## config.mk

```make
export PLATFORM = sky130hd
export DESIGN_NAME = iopmp_rcd_queue
export DESIGN_NICKNAME = d
export VERILOG_FILES = /design/src/rtl/iopmp_rcd_queue.sv
export SDC_FILE = /design/constraint.sdc
export NUM_CORES = 1
export LEC_CHECK = 0
export ABC_AREA = 1
export ABC_CLOCK_PERIOD_IN_PS = 10800
export CAP_MARGIN = 20
export CELL_PAD_IN_SITES_DETAIL_PLACEMENT = 1
export CELL_PAD_IN_SITES_GLOBAL_PLACEMENT = 1
export CORE_ASPECT_RATIO = 0.6
export CORE_MARGIN = 2
export CORE_UTILIZATION = 48
export DETAILED_ROUTE_END_ITERATION = 8
export PLACE_DENSITY_LB_ADDON = 0.25
export SYNTH_ARGS = -nofsm -noshare
export SYNTH_HDL_FRONTEND = slang
export SYNTH_SLANG_ARGS = --single-unit
```

## constraint.sdc

```tcl
create_clock -name clk_i -period 10.8 [get_ports clk_i]
set_input_delay 2.16 -clock clk_i [delete_from_list [all_inputs] [get_ports clk_i]]
set_output_delay 2.16 -clock clk_i [all_outputs]
set_load 0.01 [all_outputs]
```

## src/rtl/iopmp_rcd_queue.sv

```systemverilog
`default_nettype none
// ----------------------------------------------------------------------------
// iopmp_rcd_queue : circular queue of IOPMP violation records with sticky
//                   overflow flag and registered interrupt.
// Optional feature macro: IOPMP_RCD_COALESCE_EN (merge repeats into the tail).
// Revision: 1.0
// ----------------------------------------------------------------------------
module iopmp_rcd_queue #(
  parameter int DEPTH      = 4,
  parameter int SID_WIDTH  = 14,
  parameter int LEN_WIDTH  = 13,
  parameter int ADDR_WIDTH = 64
) (
  input  logic                      clk_i,
  input  logic                      rst_ni,
  input  logic                      enable_i,
  input  logic                      err_valid_i,
  input  logic [SID_WIDTH-1:0]      err_sid_i,
  input  logic                      err_read_i,
  input  logic [LEN_WIDTH-1:0]      err_len_i,
  input  logic [ADDR_WIDTH-1:0]     err_addr_i,
  input  logic                      pop_i,
  input  logic                      clr_i,
  input  logic                      irq_en_i,
  output logic                      rcd_valid_o,
  output logic [SID_WIDTH-1:0]      rcd_sid_o,
  output logic                      rcd_read_o,
  output logic [LEN_WIDTH-1:0]      rcd_len_o,
  output logic [ADDR_WIDTH-1:0]     rcd_addr_o,
  output logic                      rcd_illcgt_o,
  output logic [3:0]                rcd_rpt_o,
  output logic [$clog2(DEPTH):0]    count_o,
  output logic                      irq_o
);

  localparam int PTR_W = $clog2(DEPTH);
  localparam int CNT_W = PTR_W + 1;
  localparam logic [CNT_W-1:0] C_FULL_CNT = CNT_W'(DEPTH);

  typedef enum logic [1:0] {
    ST_EMPTY  = 2'd0,
    ST_ACTIVE = 2'd1,
    ST_FULL   = 2'd2
  } state_e;

  state_e             state_q, state_d;
  logic [PTR_W-1:0]   wr_ptr_q, wr_ptr_d;
  logic [PTR_W-1:0]   rd_ptr_q, rd_ptr_d;
  logic [CNT_W-1:0]   count_q, count_d;
  logic               illcgt_q, illcgt_d;
  logic               irq_q, irq_d;

  logic [SID_WIDTH-1:0]  sid_q  [DEPTH];
  logic                  read_q [DEPTH];
  logic [LEN_WIDTH-1:0]  len_q  [DEPTH];
  logic [ADDR_WIDTH-1:0] addr_q [DEPTH];

  logic push, do_pop, coal, wr_en, coal_en;

`ifdef IOPMP_RCD_COALESCE_EN
  logic [3:0]        rpt_q [DEPTH];
  logic [PTR_W-1:0]  tail;
  assign tail = wr_ptr_q - PTR_W'(1);
`endif

  always_comb begin
    push   = err_valid_i & enable_i;
    do_pop = pop_i & (state_q != ST_EMPTY);
`ifdef IOPMP_RCD_COALESCE_EN
    // A sole record being retired this cycle cannot absorb a repeat.
    coal = push && (state_q != ST_EMPTY) &&
           (sid_q[tail] == err_sid_i) && (read_q[tail] == err_read_i) &&
           (addr_q[tail] == err_addr_i) &&
           !(do_pop && (count_q == CNT_W'(1)));
`else
    coal = 1'b0;
`endif
    wr_en    = 1'b0;
    coal_en  = 1'b0;
    wr_ptr_d = wr_ptr_q;
    rd_ptr_d = rd_ptr_q;
    count_d  = count_q;
    illcgt_d = illcgt_q;

    if (clr_i) begin
      wr_ptr_d = '0;
      rd_ptr_d = '0;
      count_d  = '0;
      illcgt_d = 1'b0;
    end else begin
      coal_en = coal;
      wr_en   = push & ~coal & ((state_q != ST_FULL) | do_pop);
      if (push && !coal && (state_q == ST_FULL) && !do_pop) begin
        illcgt_d = 1'b1;
      end
      if (wr_en) begin
        wr_ptr_d = wr_ptr_q + PTR_W'(1);
      end
      if (do_pop) begin
        rd_ptr_d = rd_ptr_q + PTR_W'(1);
      end
      count_d = count_q + CNT_W'(wr_en) - CNT_W'(do_pop);
    end

    if (count_d == '0) begin
      state_d = ST_EMPTY;
    end else if (count_d == C_FULL_CNT) begin
      state_d = ST_FULL;
    end else begin
      state_d = ST_ACTIVE;
    end

    irq_d = irq_en_i & ((count_d != '0) | illcgt_d);
  end

  always_ff @(posedge clk_i or negedge rst_ni) begin
    if (!rst_ni) begin
      state_q  <= ST_EMPTY;
      wr_ptr_q <= '0;
      rd_ptr_q <= '0;
      count_q  <= '0;
      illcgt_q <= 1'b0;
      irq_q    <= 1'b0;
    end else begin
      state_q  <= state_d;
      wr_ptr_q <= wr_ptr_d;
      rd_ptr_q <= rd_ptr_d;
      count_q  <= count_d;
      illcgt_q <= illcgt_d;
      irq_q    <= irq_d;
    end
  end

  // Record storage is intentionally left unreset.
  always_ff @(posedge clk_i) begin
    if (wr_en) begin
      sid_q[wr_ptr_q]  <= err_sid_i;
      read_q[wr_ptr_q] <= err_read_i;
      len_q[wr_ptr_q]  <= err_len_i;
      addr_q[wr_ptr_q] <= err_addr_i;
`ifdef IOPMP_RCD_COALESCE_EN
      rpt_q[wr_ptr_q]  <= 4'd0;
`endif
    end
`ifdef IOPMP_RCD_COALESCE_EN
    if (coal_en && (rpt_q[tail] != 4'hF)) begin
      rpt_q[tail] <= rpt_q[tail] + 4'd1;
    end
`endif
  end

  assign rcd_valid_o  = (state_q != ST_EMPTY);
  assign rcd_sid_o    = sid_q[rd_ptr_q];
  assign rcd_read_o   = read_q[rd_ptr_q];
  assign rcd_len_o    = len_q[rd_ptr_q];
  assign rcd_addr_o   = addr_q[rd_ptr_q];
  assign rcd_illcgt_o = illcgt_q;
  assign count_o      = count_q;
  assign irq_o        = irq_q;
`ifdef IOPMP_RCD_COALESCE_EN
  assign rcd_rpt_o    = rcd_valid_o ? rpt_q[rd_ptr_q] : 4'd0;
`else
  assign rcd_rpt_o    = 4'd0;
`endif

endmodule
`default_nettype wire

```

## Word level (Yosys, flattened, before mapping)

Memory sizes are Yosys's and may differ from the RTL's.
Cells that the tools add are included.

- Equality and inequality tests: 3
- Bitwise logic cells: 6
- Multipliers: 0
- Divide/modulo/power cells: 0
- Shift-type cells: 0
- Add/subtract/negate cells: 4
- Muxes and demuxes: 12
- Reduce and logical (&&, ||, !) cells: 8
- Magnitude comparators: 0

Operators with widths:

| kind | number |
|---|---|
| 2-to-1 mux 2 bit | 6 |
| nonzero test 2 bit | 3 |
| 2-to-1 mux 1 bit | 5 |
| adder 2 x 1 -> 2 bit, second input constant | 2 |
| bitwise AND 1 bit | 4 |
| adder 3 x 1 -> 3 bit | 1 |
| equality test 3 bit, second input constant | 1 |
| logical NOT 3 bit | 1 |
| 2-to-1 mux 3 bit | 1 |
| nonzero test 3 bit | 1 |
| subtractor 3 x 1 -> 3 bit | 1 |
| equality test 2 bit, second input constant | 1 |
| logical AND 1 bit | 2 |
| inequality test 2 bit, second input constant | 1 |
| bitwise OR 1 bit | 2 |
| logical NOT 1 bit | 1 |

- Bits of input ports: 99
- Latch bits: 0
- Memory bits (writable): 368
- Bits in registers: 11
- Memories: 4
- Bits in read-only memories: 0

Memories:

| memory | words | width | rd ports | clocked after memory_dff | write ports | RTL line | text |
|---|---|---|---|---|---|---|---|
| addr_q | 4 | 64 | 1 | 0 | 1 | 56 | `logic [ADDR_WIDTH-1:0] addr_q [DEPTH];` |
| sid_q | 4 | 14 | 1 | 0 | 1 | 53 | `logic [SID_WIDTH-1:0] sid_q [DEPTH];` |
| len_q | 4 | 13 | 1 | 0 | 1 | 55 | `logic [LEN_WIDTH-1:0] len_q [DEPTH];` |
| read_q | 4 | 1 | 1 | 0 | 1 | 54 | `logic read_q [DEPTH];` |

## Logic depth before layout (Yosys ltp)

- Depth after elaboration: 10
- Mapped depth: 14
- Gate-level depth less buffers: 14

## Worst setup path after synthesis

Ideal clock, no wire load.

- Path kind: in2reg
- From: input err_valid_i
- To: memory addr_q[0][0] (enable)
- Data required time: 10257 ps
- Slack: 3913 ps
- Stages: 6
- Buffers on the path: 0
- Arrival time: 6343 ps
- Cell sequence: nand2_1 > inv_1 > nand2_1 > inv_1 > nand2_1 > nor2_1

- Longest elaborated chain between the ends: 5

RTL lines:

| what | RTL line | text |
|---|---|---|
| start, declared | 17 | `input logic err_valid_i,` |
| bitwise AND 1 bit | 67 | `push = err_valid_i & enable_i;` |
| bitwise AND 1 bit | 92 | `wr_en = push & ~coal & ((state_q != ST_FULL) \| do_pop);` |
| 2-to-1 mux 1 bit | 85 | `if (clr_i) begin` |
| 2-to-1 mux 1 bit | 136 | `if (wr_en) begin` |
| 2-to-1 mux 1 bit (implied by the code) | 140 | `addr_q[wr_ptr_q] <= err_addr_i;` |
| end, declared | 56 |  |

No other way between the ends.

## Worst setup path after layout

- From: register rd_ptr_q[0]
- To: output rcd_addr_o[5]

- Longest elaborated chain between the ends: 1

RTL lines:

| what | RTL line | text |
|---|---|---|
| start, declared | 48 | `logic [PTR_W-1:0] rd_ptr_q, rd_ptr_d;` |
| start signal, assigned | 127 | `rd_ptr_q <= rd_ptr_d;` |
| memory (4 x 64 bit) | - |  |
| end, declared | 29 | `output logic [ADDR_WIDTH-1:0] rcd_addr_o,` |

No other way between the ends.

==> flow_summary.ini <==
[worst_setup_path]
crit_path_end_kind = output pin
path_class = flop to output pin
cp-start-kind = flop
crit_cells = 5
rr_startpoint = state_q[1]$_DFF_PN0_
cpMaxStageDelayCell = buf_4
cp-startpoint = rd_ptr_q[0]$_DFFE_PN0P_
crit-reg2reg-capture = addr_q[3][59]$_DFFE_PP_
crit_family = buffers and inverters
crit_chain = inv_6 -> buf_4 -> o21ai_0 -> o22ai_1 -> clkdlybuf4s50_1
r2r_cells = 8
arrival_ps = 4180
path_buf_inv = 3
crit_fanout = 95
required_ps = 8640
slowest_delay_ps = 910
crit_end = rcd_addr_o[5]
reg2reg_slack_ps = 7510

[layout]
fin_area_um2 = 17500
utilization = 0.606
drive_above_1_share = 0.0551
fin_cells = 1583
syn2layout_area_growth_pct = 23.2
nets = 1262

[cts]
clkLatencyLatePin_ps = 520
cts_root_buffer = clkbuf_16
cts_tree = done
htreeDepth = 2
ctsHoldBuffers = 0
clk_pin_slew_ps = 60
post_cts_resized = 0
post_cts_buffers = 0
cts.sinks = 379
cts_buffers = 36
clk_path_buf_depth = 3

[timing]
fin_ws_ps = 4460
rsz0062_at_grt = no
skew_ps = 19.7
hold_viol = 0
setup-tns-final_ps = 0
slew_headroom = 0.303
setup_viol_count_final = 0
period_share = 0.587
slew_viol_final = 0
fmax_mhz = 158
worst_slew_pin_slew_ps = 1050
holdWs_ps = 569
finalCriticalPeriod_ps = 6340

[yosys]
yosys_warnings = 0
yosysTopAreaCellShare = 0.776
ys_seq_area_frac = 0.795
yosys.area.top_type = edfxtp_1
syn_area_per_cell_um2 = 14.7
synth_edf_count = 368
post-synth-top-count-cell = edfxtp_1
ys_types = 20
synth_ff_type = edfxtp_1
synth_seq_cells = 379
synth_cells = 972
yosys-top-cells-area = edfxtp_1, nor2_1, o21ai_0, o22ai_1, o21ai_1
synth.cell_area_um2 = 14200
synthArstFlopShare = 0.0290
synth.top_cells.by_count = edfxtp_1, nor2_1, o21ai_0, o22ai_1, o21ai_1

[die]
coreArea_um2 = 28900
die_h_um = 137
fp-row-count = 48
io_pins = 201
dieArea_um2 = 31100
die_width_um = 226
start_util = 0.492

[route]
drcViolationCount = 0
viasPerCell = 5.53
ant_nets = 0
via_count = 8753
drt-initial-drc-count = 561
drt-total-wl_um = 35300
drtPass1Iterations = 5
wl_per_cell_um = 22.3

[global_route]
grt_start_max_net_pins = 97
grt_pass1_wl_um = 53100
antenna_found_initial = 5
grt_pass1_vias = 9114
grt_usage = 0.230
grt_overflow_total = 0

[place]
dp_slack_ps = 5000
place_area_um2 = 16500
place_inst = 1518
gp_congestion = 0.710
place.port_buffers = 196
hpwl_um = 20700

[power]
peakVddDrop_v = 0.000158
p_int_mw = 2.63
combPwrFrac = 0.198
leakage_nw = 5.80
switchingPower_uw = 944
power_frac_seq = 0.472
powerDensity_nw_per_um2 = 204
power_mw = 3.58
switching_share = 0.264
pwr-share-clk = 0.330

[hold_path]
hp-class = flop to flop

[job]
drv_cap = 0

[run_status]
status = completed
[layer usage]
| layer | wire, um | global-route usage | vias to the layer above |
|---|---|---|---|
| li1 | - | - | 4011 |
| met3 | 1700 | 0.0491 | 28 |
| met5 | 30 | 0 | - |
| met2 | 17200 | 0.376 | 207 |
| met1 | 16000 | 0.319 | 4503 |
| met4 | 369 | 0.0512 | 4 |
[registers in the layout, indices dropped and copies added, names as in the netlist]
| register | flops |
|---|---|
| irq_o | 1 |
| read_q | 4 |
| wr_ptr_q | 2 |
| rcd_illcgt_o | 1 |
| sid_q | 56 |
| count_o | 3 |
| len_q | 52 |
| addr_q | 256 |
| state_q | 2 |
| rd_ptr_q | 2 |
[logic make-up after synthesis]
kind of cell	share of synthesized area
DFF	0.795
AOI/OAI and AO/OA	0.107
and+or+nand+nor	0.0576
buffers and inverters	0.0330
adders and majority gates	0.00668
other	0.000263
[area by class of cell]
class	count	area [um2]
Multi-Input combinational cell	509	2490
Clock inverter	15	88.8
Inverter	23	91.3
Clock buffer	47	993
Tap cell	400	500
Sequential cell	379	11300
Antenna cell	3	7.51
Timing Repair Buffer	207	2040
Fill cell	2737	11400
[power groups by stage]
stage	registers [mW]	clock network (mW)	logic, mW
final	1.69	1.18	0.709
after global routing	1.69	1.26	0.770
after CTS	1.69	1.21	0.717
after detailed placement	1.72	0	0.710
after global placement	1.72	0	0.687
after floorplan	1.70	0	0.372
[worst min-delay path by stage]
stage                           start                      to  slack, ps  cells after the start
2_1_floorplan    state_q[0]$_DFF_PN0_  rcd_illcgt_o$_DFF_PN0_        530                      3
3_3_place_gp   rcd_illcgt_o$_DFF_PN0_  rcd_illcgt_o$_DFF_PN0_        540                      2
3_5_place_dp   rcd_illcgt_o$_DFF_PN0_  rcd_illcgt_o$_DFF_PN0_        560                      2
4_1_cts        rcd_illcgt_o$_DFF_PN0_  rcd_illcgt_o$_DFF_PN0_        570                      2
5_1_grt        rcd_illcgt_o$_DFF_PN0_  rcd_illcgt_o$_DFF_PN0_        600                      2
6_report       rcd_illcgt_o$_DFF_PN0_  rcd_illcgt_o$_DFF_PN0_        570                      2
[worst min-delay path: stages, from the launching register on]
cell and delay [ps]:
dfrtp_1 380, inv_1 60, a21oi_1 80
[placed cells by master (no fill, tap or decap), drive strengths merged, types with 4 or more instances in the layout]
cell,n
conb,4
dfrtp,11
nand2,13
o21ai,187
o22ai,92
clkinv,14
inv,23
nand3,5
nor2,197
clkbuf,47
edfxtp,368
ha,6
buf,11
clkdlybuf4s50,196
No activity file was read; power rests on OpenSTA's default activity.
